<file path="src/rtl/ahbslv_pkg.sv">
// Shared AHB protocol codes and the slave's FSM state type.
package ahbslv_pkg;

  // HTRANS
  localparam logic [1:0] HTRANS_IDLE = 2'b00;
  localparam logic [1:0] HTRANS_BUSY = 2'b01;
  localparam logic [1:0] HTRANS_NSEQ = 2'b10;
  localparam logic [1:0] HTRANS_SEQ  = 2'b11;

  // HSIZE
  localparam logic [2:0] HSIZE_B8  = 3'b000;
  localparam logic [2:0] HSIZE_B16 = 3'b001;
  localparam logic [2:0] HSIZE_B32 = 3'b010;

  // HBURST
  localparam logic [2:0] HBURST_SINGLE = 3'b000;
  localparam logic [2:0] HBURST_INCR   = 3'b001;
  localparam logic [2:0] HBURST_INCR4  = 3'b011;
  localparam logic [2:0] HBURST_INCR8  = 3'b101;
  localparam logic [2:0] HBURST_INCR16 = 3'b111;

  // HRESP
  localparam logic [1:0] HRESP_OKAY  = 2'b00;
  localparam logic [1:0] HRESP_ERROR = 2'b01;

  typedef enum logic [2:0] {
    S_IDLE,
    S_WAIT,
    S_ACCESS,
    S_ERR1,
    S_ERR2
  } state_t;

endpackage

</file>
<file path="src/rtl/ahbslv_chk.sv">
// Address-phase checker: byte lanes and error flag from HADDR/HSIZE.
module ahbslv_chk
  import ahbslv_pkg::*;
#(
  parameter int P_NUM_REGS = 16
) (
  input  logic [31:0] addr,
  input  logic [2:0]  size,
  output logic [3:0]  be,
  output logic        err
);

  // Lane decode plus alignment/size/range checks. The range check uses the
  // whole word offset so that addresses past the implemented window error
  // rather than aliasing onto low words.
  always_comb begin
    be  = 4'b0000;
    err = 1'b0;
    case (size)
      HSIZE_B8:  be = 4'b0001 << addr[1:0];
      HSIZE_B16: begin
        be  = addr[1] ? 4'b1100 : 4'b0011;
        err = addr[0];
      end
      HSIZE_B32: begin
        be  = 4'b1111;
        err = |addr[1:0];
      end
      default:   err = 1'b1;
    endcase
    if ({2'b00, addr[31:2]} >= 32'(P_NUM_REGS)) err = 1'b1;
  end

endmodule

</file>
<file path="src/rtl/ahbslv.sv">
// AHB slave front end: accepts transfers, inserts wait states, issues the
// two-cycle ERROR response and drives a word-indexed register bus.
module ahbslv
  import ahbslv_pkg::*;
#(
  parameter int P_ADDR_W   = 6,
  parameter int P_NUM_REGS = 16,
  parameter int P_WAIT     = 0
) (
  input  logic                I_AHBSLV_HCLK,
  input  logic                I_AHBSLV_HRESET,
  input  logic                I_AHBSLV_HSEL,
  input  logic [31:0]         I_AHBSLV_HADDR,
  input  logic                I_AHBSLV_HWRITE,
  input  logic [1:0]          I_AHBSLV_HTRANS,
  input  logic [2:0]          I_AHBSLV_HSIZE,
  input  logic [2:0]          I_AHBSLV_HBURST,
  input  logic [31:0]         I_AHBSLV_HWDATA,
  input  logic                I_AHBSLV_HREADY,
  output logic [31:0]         O_AHBSLV_HRDATA,
  output logic                O_AHBSLV_HREADYOUT,
  output logic [1:0]          O_AHBSLV_HRESP,
  output logic [P_ADDR_W-3:0] O_AHBSLV_REG_ADDR,
  output logic [3:0]          O_AHBSLV_REG_BE,
  output logic [31:0]         O_AHBSLV_REG_WDATA,
  output logic                O_AHBSLV_REG_WR,
  output logic                O_AHBSLV_REG_RD,
  input  logic [31:0]         I_AHBSLV_REG_RDATA
);

  localparam logic [1:0] WAIT_LOAD = 2'(P_WAIT - 1);

  state_t state;
  logic [1:0] cnt;
  logic       wr_q;
  logic       accept;
  logic [3:0] be_c;
  logic       err_c;

  // Burst type and the BUSY/SEQ distinction carry no meaning for this slave.
  logic unused_in;
  assign unused_in = ^{I_AHBSLV_HBURST, I_AHBSLV_HTRANS[0]};

  assign accept = I_AHBSLV_HSEL & I_AHBSLV_HREADY & I_AHBSLV_HTRANS[1];

  ahbslv_chk #(.P_NUM_REGS(P_NUM_REGS)) u_chk (
    .addr (I_AHBSLV_HADDR),
    .size (I_AHBSLV_HSIZE),
    .be   (be_c),
    .err  (err_c)
  );

  // Main FSM; every bus/strobe output is registered here. Accepts are only
  // looked at in states where HREADYOUT is high, since otherwise the bus
  // HREADY is low and no address phase can complete.
  always_ff @(posedge I_AHBSLV_HCLK) begin
    if (I_AHBSLV_HRESET) begin
      state              <= S_IDLE;
      cnt                <= 2'd0;
      wr_q               <= 1'b0;
      O_AHBSLV_HREADYOUT <= 1'b1;
      O_AHBSLV_HRESP     <= HRESP_OKAY;
      O_AHBSLV_REG_WR    <= 1'b0;
      O_AHBSLV_REG_RD    <= 1'b0;
      O_AHBSLV_REG_ADDR  <= '0;
      O_AHBSLV_REG_BE    <= 4'b0000;
    end else begin
      O_AHBSLV_REG_WR <= 1'b0;
      O_AHBSLV_REG_RD <= 1'b0;
      case (state)
        S_WAIT: begin
          if (cnt == 2'd0) begin
            state              <= S_ACCESS;
            O_AHBSLV_HREADYOUT <= 1'b1;
            O_AHBSLV_REG_WR    <= wr_q;
            O_AHBSLV_REG_RD    <= ~wr_q;
          end else begin
            cnt <= cnt - 2'd1;
          end
        end
        S_ERR1: begin
          state              <= S_ERR2;
          O_AHBSLV_HREADYOUT <= 1'b1;
        end
        default: begin
          if (accept) begin
            O_AHBSLV_REG_ADDR <= I_AHBSLV_HADDR[P_ADDR_W-1:2];
            O_AHBSLV_REG_BE   <= be_c;
            wr_q              <= I_AHBSLV_HWRITE;
            if (err_c) begin
              state              <= S_ERR1;
              O_AHBSLV_HREADYOUT <= 1'b0;
              O_AHBSLV_HRESP     <= HRESP_ERROR;
            end else if (P_WAIT > 0) begin
              state              <= S_WAIT;
              cnt                <= WAIT_LOAD;
              O_AHBSLV_HREADYOUT <= 1'b0;
              O_AHBSLV_HRESP     <= HRESP_OKAY;
            end else begin
              state              <= S_ACCESS;
              O_AHBSLV_HREADYOUT <= 1'b1;
              O_AHBSLV_HRESP     <= HRESP_OKAY;
              O_AHBSLV_REG_WR    <= I_AHBSLV_HWRITE;
              O_AHBSLV_REG_RD    <= ~I_AHBSLV_HWRITE;
            end
          end else begin
            state              <= S_IDLE;
            O_AHBSLV_HREADYOUT <= 1'b1;
            O_AHBSLV_HRESP     <= HRESP_OKAY;
          end
        end
      endcase
    end
  end

  // HWDATA is only valid in the data phase, so it is passed through during
  // the write strobe; read data is a full-word pass-through during the read.
  assign O_AHBSLV_REG_WDATA = O_AHBSLV_REG_WR ? I_AHBSLV_HWDATA : 32'h0;
  assign O_AHBSLV_HRDATA    = O_AHBSLV_REG_RD ? I_AHBSLV_REG_RDATA : 32'h0;

endmodule

</file>
<file path="config.mk">
export PLATFORM = sky130hd
export DESIGN_NAME = ahbslv
export DESIGN_NICKNAME = d
export VERILOG_FILES = /design/src/rtl/ahbslv_pkg.sv /design/src/rtl/ahbslv_chk.sv /design/src/rtl/ahbslv.sv
export SDC_FILE = /design/constraint.sdc
export NUM_CORES = 1
export LEC_CHECK = 0
export BUFFER_PORTS_ARGS = -buffer_cell sky130_fd_sc_hd__buf_2
export CAP_MARGIN = 20
export CORE_AREA = 2 2 73 75
export CTS_CLUSTER_DIAMETER = 60
export DETAILED_ROUTE_END_ITERATION = 10
export DIE_AREA = 0 0 75 77
export MAX_ROUTING_LAYER = met4
export PLACE_DENSITY_LB_ADDON = 0.25
export SLEW_MARGIN = 20
export SYNTH_ARGS = -nofsm -noshare
export SYNTH_HDL_FRONTEND = slang
export SYNTH_SLANG_ARGS = --single-unit
</file>
<file path="constraint.sdc">
create_clock -name I_AHBSLV_HCLK -period 2 [get_ports I_AHBSLV_HCLK]
set_clock_uncertainty 0.05 [all_clocks]
set_input_delay 0.1 -clock I_AHBSLV_HCLK [delete_from_list [all_inputs] [get_ports I_AHBSLV_HCLK]]
set_output_delay 0.1 -clock I_AHBSLV_HCLK [all_outputs]
set_load 0.03 [all_outputs]
</file>
==> flow_metrics.tcl, run 1 <==
set metrics [dict create \
    drive_gt1_frac 0.556 \
    die_w_um 75 \
    drt-vias-per-instance 4.22 \
    vdd_drop_max_mv 0.257 \
    combPwrFrac 0.223 \
    synth.avg_cell_area_um2 7.50 \
    fin_crit_ns 1.54 \
    ant_nets 0 \
    yosys.area_share.simple 0.545 \
    firstDrtPassIters 4 \
    hold_slack_ns 0.0383 \
    synth_edf_count 0 \
    nets 460 \
    synth_top_family_by_area "simple AND/OR/NAND/NOR gates" \
    cts_tree "yes" \
    postLayoutCoreUtil 0.464 \
    finalHoldViolations 0 \
    tns_ns 0 \
    syn_inst 171 \
    slew_violations 0 \
    cts_sinks 18 \
    relSlewSlack 0.655 \
    run_status "complete, no violations" \
    cts_made_buffers 3 \
    grt.total_usage 0.162 \
    switching_share 0.247 \
    vias 1767 \
    die_h_um 77 \
    cp_max_fo 17 \
    rsz0062_at_grt "no" \
    ctsResizeCount 0 \
    critPathRequiredTime_ns 1.85 \
    grt_max_degree 31 \
    grt_pass1_vias 1618 \
    numPortBuffers 180 \
    syn2layout_area_growth_pct 80.2 \
    start_util 0.258 \
    synth_area_mm2 0.00128 \
    synth_flop_cell "dfxtp_1" \
    drt_iter0_markers 23 \
    drt-wirelength-per-cell_um 11.8 \
    synth_mux_area_frac 0 \
    min_path_type "input port to flop" \
    io_pins 186 \
    die-area_mm2 0.00578 \
    num_antenna_cells 0 \
    setup_viol 0 \
    period_share 0.771 \
    dp_hpwl_um 4210 \
    clock_path_buffers 2 \
    drc 0 \
    ys_seq_area_frac 0.281 \
    clkTransAtPathRegs_ns 0.07 \
    clk_latency_ns 0.25 \
    clock.fmax_mhz 649 \
    yosys.area_share.xor_xnor 0.0137 \
    endpoint_kind "output pin" \
    p_leak_nw 1.34 \
    htreeDepth 1 \
    gr-total-overflow 0 \
    critPathLaunchType "flop" \
    internal_power_mw 0.639 \
    p_seq_frac 0.437 \
    worst_pin_slew_ns 0.516 \
    antenna_found_initial 0 \
    drv_cap 0 \
    synthArstFlopShare 0 \
    grt_pass1_wl_um 7260 \
    post_cts_buffers 0 \
    synth_compound_area_frac 0.106 \
    hold_buffers 0 \
    yosysUniqueCellTypes 31 \
    power_frac_clock 0.340 \
    routed_wl_um 4930 \
    coreArea_mm2 0.00498 \
    yosys_warnings 0 \
    synthTopCellsByArea "and2_1 31%, dfxtp_1 28%, nand2_1 4.7%, nor4_2 3.9%, a21oi_1 3.5%" \
    power_density_mw_per_mm2 367 \
    critPathKind "flop to output pin" \
    synth_top_area_share 0.312 \
    layout_common_cells "180 x buf_2, 64 x and2_1, 18 x dfxtp_1, 16 x nand2_1, 9 x a21oi_1" \
    synthesis.nets 281 \
    power_switching_mw 0.209 \
    critPathArrivalTime_ns 1.39 \
    cts_root_buf "clkbuf_8" \
    gp_congestion 0.770 \
    synth_largest_area_cell "and2_1" \
    final_common_cell "buf_2" \
    synth.ff_latch_count 18 \
    row_count 26 \
    synthAdderAreaFrac 0.00976 \
]
cells by family after synthesis:
logic type / after synthesis
DFF: 18
buffers and inverters: 13
xor gates and xnor gates: 2
adders and majority gates: 1
and+or+nand+nor: 114
other: 1
AOI/OAI and AO/OA: 22
worst paths after layout:
| check | cells after the start | endpoint | slack, ns | startpoint |
|---|---|---|---|---|
| hold reg to reg | 2 | O_AHBSLV_REG_ADDR[3]$_SDFFE_PP0P_ | 0.40 | O_AHBSLV_REG_ADDR[3]$_SDFFE_PP0P_ |
| setup / recovery | 3 | O_AHBSLV_REG_WDATA[18] | 0.46 | O_AHBSLV_REG_WR$_SDFF_PP0_ |
| setup reg to reg | 6 | O_AHBSLV_HREADYOUT$_SDFFE_PP1N_ | 0.48 | cnt[0]$_SDFFE_PP0P_ |
| hold / removal | 3 | O_AHBSLV_REG_ADDR[0]$_SDFFE_PP0P_ | 0.04 | I_AHBSLV_HADDR[2] |
critical path: stages (launching register included):
cell	delay [ns]
dfxtp_1	0.56
buf_4	0.25
and2_1	0.14
buf_2	0.19
layout make-up:
type                            count  area (um^2)
Clock buffer                        4         55.1
Inverter                            4         15.0
Sequential cell                    18          360
Timing Repair Buffer              183          923
Multi-Input combinational cell    140          870
Tap cell                           70         87.6
Fill cell                         533         2670
cells in the mapped netlist, drive strengths merged, types with 2 or more instances:
library cell,n
a21o,2
a21oi,9
and2,64
clkbuf,8
dfxtp,18
inv,4
nand2,16
nand2b,4
nand3,2
nand4,2
nor2,8
nor2b,4
nor3,2
nor4,7
nor4b,2
o21ai,5
xnor2,2
power by group through the flow:
stage	registers [mW]	clock network [mW]	logic [mW]
2_1_floorplan	0.391	0	0.0570
3_3_place_gp	0.379	0	0.187
3_5_place_dp	0.379	0	0.190
4_1_cts	0.371	0.296	0.191
5_1_grt	0.372	0.318	0.210
6_report	0.371	0.288	0.189
flip-flops by register name, summed over array words and instances, names as in the netlist:
register            cells
state                   3
O_AHBSLV_REG_WR         1
O_AHBSLV_REG_RD         1
wr_q                    1
cnt                     2
O_AHBSLV_REG_ADDR       4
O_AHBSLV_HREADYOUT      1
O_AHBSLV_REG_BE         4
O_AHBSLV_HRESP          1
stage by stage:
step / power [mW] / area (um^2) / setup slack [ns] / cells
5_1_grt: 0.900 / 2310 / 0.318 / 419
2_1_floorplan: 0.448 / 1280 / 0.423 / 171
3_3_place_gp: 0.566 / 2260 / 0.440 / 415
4_1_cts: 0.858 / 2310 / 0.406 / 419
3_5_place_dp: 0.570 / 2260 / 0.434 / 415
6_report: 0.848 / 2310 / 0.459 / 419
layer usage:
| layer | GRT usage | wire length (um) |
|---|---|---|
| met4 | 0.0429 | 57 |
| met2 | 0.289 | 2360 |
| met5 | - | 0 |
| met1 | 0.182 | 2020 |
| met3 | 0.0250 | 485 |
(Power assumes the default switching activity.)
==> inputs of run 2 (changes only) <==
CORE_AREA = 2 2 72 74   (was 2 2 73 75)
DIE_AREA = 0 0 74 76   (was 0 0 75 77)
clock period = 1.3 ns   (was 2 ns; I/O delays follow)
==> run 2 against run 1 <==
Effect of this change: critical path depth grew 3; sequential share of layout area fell by 0.80 points; first-iteration DRC count increased by 39%; combinational power grew 67%; utilization is 3.7 points higher; cell count grew 2.4%; the flow now finishes with violations (setup timing); sequential power grew 54%; die area down 2.6%; count of clock-buffer cells in the layout down 1; critical path type is now flop to flop; clock power is 35% higher; via count increased by 2.1%; worst hold slack lost 0.038 ns.
==> flow_metrics.tcl, run 2 (synthesis gave the netlist of run 1 again) <==
set metrics [dict create \
    cts_tree "yes" \
    grt.total_usage 0.173 \
    die_w_um 74 \
    finalPower_mw 1.28 \
    min_path_type "input port to flop" \
    finalHoldViolations 0 \
    start_util 0.261 \
    clock_path_buffers 2 \
    power_density_mw_per_mm2 518 \
    nets 470 \
    finalWorstSetupSlack_ns -0.100 \
    gp_congestion 0.789 \
    clock.fmax_mhz 714 \
    clk_latency_ns 0.25 \
    worstReg2RegStart "cnt[1]$_SDFFE_PP0P_" \
    vdd_drop_max_mv 0.375 \
    row_count 26 \
    critPathLaunchType "flop" \
    cts_made_buffers 3 \
    p_leak_nw 1.40 \
    critPathBufInv 1 \
    startpoint "cnt[1]$_SDFFE_PP0P_" \
    cpLargestDelayFamily "simple AND/OR/NAND/NOR gates" \
    coreArea_mm2 0.00491 \
    stdcell_area_mm2 0.00246 \
    drc 0 \
    fin_crit_ns 1.40 \
    r2r_cells 6 \
    drt-vias-per-instance 4.21 \
    drt_iter0_markers 32 \
    critPathRequiredTime_ns 1.40 \
    io_pins 186 \
    ant_nets 0 \
    reg2reg_slack_ns -0.10 \
    htreeDepth 1 \
    setup_viol 1 \
    fill_cells 490 \
    final_common_cell "buf_2" \
    run_status "finished, violations left" \
    routed_wl_um 5020 \
    cts_sinks 18 \
    drv_cap 0 \
    pre_cts_ws_ns -0.180 \
    layout_common_cells "178 x buf_2, 64 x and2_1, 16 x nand2_1, 15 x dfxtp_1" \
    reg_top3 "O_AHBSLV_REG_ADDR: 4 flops, O_AHBSLV_REG_BE: 4 flops, state: 3 flops" \
    cp_max_fo 2 \
    syn2layout_area_growth_pct 91.9 \
    firstDrtPassIters 4 \
    critical_path.max_stage_delay_ns 0.34 \
    cpMaxStageDelayCell "dfxtp_2" \
    grt_pass1_wl_um 7600 \
    clkTransAtPathRegs_ns 0.07 \
    grt_max_degree 34 \
    postLayoutCoreUtil 0.501 \
    worst_r2r_endpoint "O_AHBSLV_HREADYOUT$_SDFFE_PP1N_" \
    placed_cell_area_mm2 0.00236 \
    grt_pass1_vias 1662 \
    antenna_found_initial 0 \
    period_share 1.08 \
    violations "setup timing" \
    cts_root_buf "clkbuf_8" \
    numPortBuffers 180 \
    crit_path_end "O_AHBSLV_HREADYOUT$_SDFFE_PP1N_" \
    endpoint_kind "flop" \
    drive_gt1_frac 0.595 \
    rsz0062_at_grt "yes" \
    worst-path-stages 6 \
    dp_hpwl_um 4280 \
    gr-total-overflow 0 \
    critPathKind "flop to flop" \
    slew_violations 0 \
    vias 1804 \
    path_cells "inv_2 -> ha_4 -> nor4b_4 -> nand2b_1 -> nor4b_2 -> a211o_1" \
    die_h_um 76 \
    drt-wirelength-per-cell_um 11.7 \
    critPathArrivalTime_ns 1.50 \
    die-area_mm2 0.00562 \
]
## run 2: layout make-up
cell class | instances | area, um^2 | area share
timing repair buffer | 193 | 1030 | 0.420
multi-input combinational | 140 | 916 | 0.372
sequential | 18 | 364 | 0.148
tap | 70 | 87.6 | 0.0356
clock buffer | 3 | 41.3 | 0.0168
inverter | 4 | 15.0 | 0.00610
antenna | 1 | 2.50 | 0.00102
## run 2: metrics by stage
step | setup TNS, ns | cells | hold WS, ns
floorplan | -0.230 | 171 | 0.0803
global placement | -0.538 | 423 | 0.260
detailed placement | -0.668 | 423 | 0.261
CTS | -0.111 | 428 | 0.000378
global route | -0.302 | 428 | 0.00735
finish | -0.100 | 429 | 0.000748
## run 2: timing repair
action	4_1_cts	5_1_grt
hold buffers	1	0
buffers inserted	1	0
hold endpoints to repair	1	0
pin swaps	2	1
resized for setup	1	9
endpoints found under the setup margin	5	18
## run 2: how the worst min path moves through the flow
stage                      startpoint                                end  slack, ns  cells past startpoint
finish              I_AHBSLV_HADDR[3]  O_AHBSLV_REG_ADDR[1]$_SDFFE_PP0P_     0.0007                      3
CTS                 I_AHBSLV_HADDR[3]  O_AHBSLV_REG_ADDR[1]$_SDFFE_PP0P_     0.0004                      3
floorplan             I_AHBSLV_HRESET                cnt[1]$_SDFFE_PP0P_       0.08                      1
global placement    I_AHBSLV_HADDR[3]  O_AHBSLV_REG_ADDR[1]$_SDFFE_PP0P_       0.26                      3
detailed placement    I_AHBSLV_HWRITE         O_AHBSLV_REG_RD$_SDFF_PP0_       0.26                      2
global route        I_AHBSLV_HADDR[5]  O_AHBSLV_REG_ADDR[3]$_SDFFE_PP0P_      0.007                      3
## run 2: tightest hold or removal path: cells and delay by family
family                 cells  cell delay, ns
AO/OA/AOI/OAI              1            0.05
buffers and inverters      1            0.10
AND/OR/NAND/NOR            1            0.04
## run 2: report_power, final
part	switching (mW)	leakage, nW	total, mW	internal, mW
registers	0.00733	0.147	0.571	0.564
clock network	0.183	0.0216	0.389	0.206
logic	0.147	1.24	0.316	0.169
## run 2: layer usage
layer  up-vias  wire length [um]  GRT usage
met4         0                15     0.0291
met3         2               469     0.0304
li1        935                 -          -
met5         -                 0          -
met2        98              2460      0.314
met1       769              2080      0.197
==> inputs of run 3 (changes only) <==
clock period = 1.25 ns   (was 1.3 ns; I/O delays follow)
==> run 3 against run 2 <==
Effect of this change: clock power grew 23%; final area grew 6.2%; die area is the same; register-to-register slack lost 0.07 ns; critical path depth is the same; utilization grew 3.1 points; first-iteration DRC count grew 16%; the run still ends with setup timing left.
==> flow_metrics.tcl, run 3 (synthesis gave the netlist of run 1 again) <==
set metrics [dict create \
    finalWorstSetupSlack_ns -0.169 \
    grt_pass1_vias 1601 \
    p_leak_nw 1.46 \
    critPathArrivalTime_ns 1.51 \
    power_density_mw_per_mm2 541 \
    tns_ns -0.228 \
    gp_congestion 0.798 \
    critPathKind "flop to flop" \
    drc 0 \
    clk_latency_ns 0.25 \
    path_cells "inv_2 -> ha_4 -> nor4b_4 -> nand2b_1 -> nor4b_4 -> a211o_1" \
    pre_cts_ws_ns -0.218 \
    drt_iter0_markers 37 \
    die_w_um 74 \
    layout_common_cells "171 x buf_2, 64 x and2_1, 18 x buf_4, 16 x nand2_1, 14 x dfxtp_1" \
    critPathRequiredTime_ns 1.35 \
    start_util 0.261 \
    worst_pin_slew_ns 0.691 \
    routed_wl_um 5330 \
    cts_sinks 18 \
    clock.fmax_mhz 705 \
    io_pins 186 \
    cp_max_fo 2 \
    row_count 26 \
    firstDrtPassIters 4 \
    drt-wirelength-per-cell_um 12.2 \
    rsz0062_at_grt "yes" \
    vdd_drop_max_mv 0.416 \
    coreArea_mm2 0.00491 \
    endpoint_kind "flop" \
    period_share 1.14 \
    die_h_um 76 \
    cpMaxStageDelayCell "dfxtp_2" \
    cts_tree "yes" \
    clkTransAtPathRegs_ns 0.07 \
    final_common_cell "buf_2" \
    fin_crit_ns 1.42 \
    hold_slack_ns 0.00691 \
    clock_path_buffers 2 \
    drt-vias-per-instance 4.28 \
    seq_area_um2 370 \
    ant_nets 0 \
    relSlewSlack 0.538 \
    htreeDepth 1 \
    nets 478 \
    drv_cap 0 \
    multi_input_area_um2 931 \
    gr-total-overflow 0 \
    cpMostUsedCell "nor4b_4" \
    fill_cells 470 \
    setup_viol 4 \
    num_antenna_cells 0 \
    antenna_found_initial 0 \
    cts_root_buf "clkbuf_8" \
    drive_gt1_frac 0.605 \
    vias 1871 \
    min_path_type "input port to flop" \
    grt_max_degree 34 \
    syn2layout_area_growth_pct 104 \
    finalHoldViolations 0 \
    critPathLaunchType "flop" \
    reg_top3 "O_AHBSLV_REG_ADDR: 4 flops, O_AHBSLV_REG_BE: 4 flops, state: 3 flops" \
    slew_violations 0 \
    run_status "finished, violations left" \
    die-area_mm2 0.00562 \
    dp_hpwl_um 4340 \
    critical_path.max_stage_delay_ns 0.34 \
    violations "setup timing" \
    grt_pass1_wl_um 7400 \
    numPortBuffers 180 \
    cts_made_buffers 3 \
    grt.total_usage 0.170 \
]
==> run 3: changes by cell type in the layout (fill, tap and decap cells not counted), sizes merged <==
cell         previous run  this run
buf                   190       192
diode                   1         0
clkbuf                  5         9
dlygate4sd3             1         4
==> run 3: cell type report <==
| cell class | count | area share |
|---|---|---|
| tap | 70 | 0.0335 |
| timing repair buffer | 201 | 0.442 |
| clock buffer | 4 | 0.0211 |
| inverter | 4 | 0.00574 |
| multi-input combinational | 140 | 0.356 |
| sequential | 18 | 0.142 |
==> run 3: critical path, delay by kind of cell, from the launching register on <==
family | cells | cell delay (ns)
flops | 1 | 0.34
simple gates | 3 | 0.47
fa+ha+maj | 1 | 0.16
buf+inv | 1 | 0.05
compound gates | 1 | 0.24
==> run 3: final timing paths <==
path              slack (ns)  depth (start not counted)                                end                         startpoint
hold reg to reg         0.40                          2  O_AHBSLV_REG_ADDR[0]$_SDFFE_PP0P_  O_AHBSLV_REG_ADDR[0]$_SDFFE_PP0P_
setup reg to reg       -0.17                          6    O_AHBSLV_HREADYOUT$_SDFFE_PP1N_                cnt[1]$_SDFFE_PP0P_
hold / removal         0.007                          3  O_AHBSLV_REG_ADDR[0]$_SDFFE_PP0P_                  I_AHBSLV_HADDR[2]
setup / recovery       -0.17                          6    O_AHBSLV_HREADYOUT$_SDFFE_PP1N_                cnt[1]$_SDFFE_PP0P_
==> run 3: power by group <==
| part | switching, mW | total, mW | internal, mW |
|---|---|---|---|
| Combinational | 0.158 | 0.346 | 0.188 |
| Clock | 0.197 | 0.477 | 0.280 |
| Sequential | 0.00807 | 0.590 | 0.582 |
==> run 3: what timing repair did <==
item / in CTS / in global routing
hold endpoints to repair: 4 / 0
hold buffers: 4 / 0
cloned: 0 / 2
pin swaps: 1 / 0
buffers inserted: 0 / 1
resized for setup: 4 / 20
endpoints found under the setup margin: 7 / 45
==> run 3: metal layers <==
metal,vias to the layer above,global-route usage,wire length [um]
met2,101,0.313,2640
met1,808,0.173,1980
met5,-,-,0
met4,0,0.0327,40
met3,5,0.0556,678
li1,957,-,-
==> run 3: per-stage QoR <==
step / std cells / area, um^2 / power [mW] / util
6_report: 437 / 2610 / 1.41 / 0.532
5_1_grt: 437 / 2610 / 1.48 / 0.532
4_1_cts: 434 / 2510 / 1.43 / 0.511
3_5_place_dp: 426 / 2410 / 0.937 / 0.490
3_3_place_gp: 426 / 2410 / 0.932 / 0.490
2_1_floorplan: 171 / 1330 / 0.718 / -
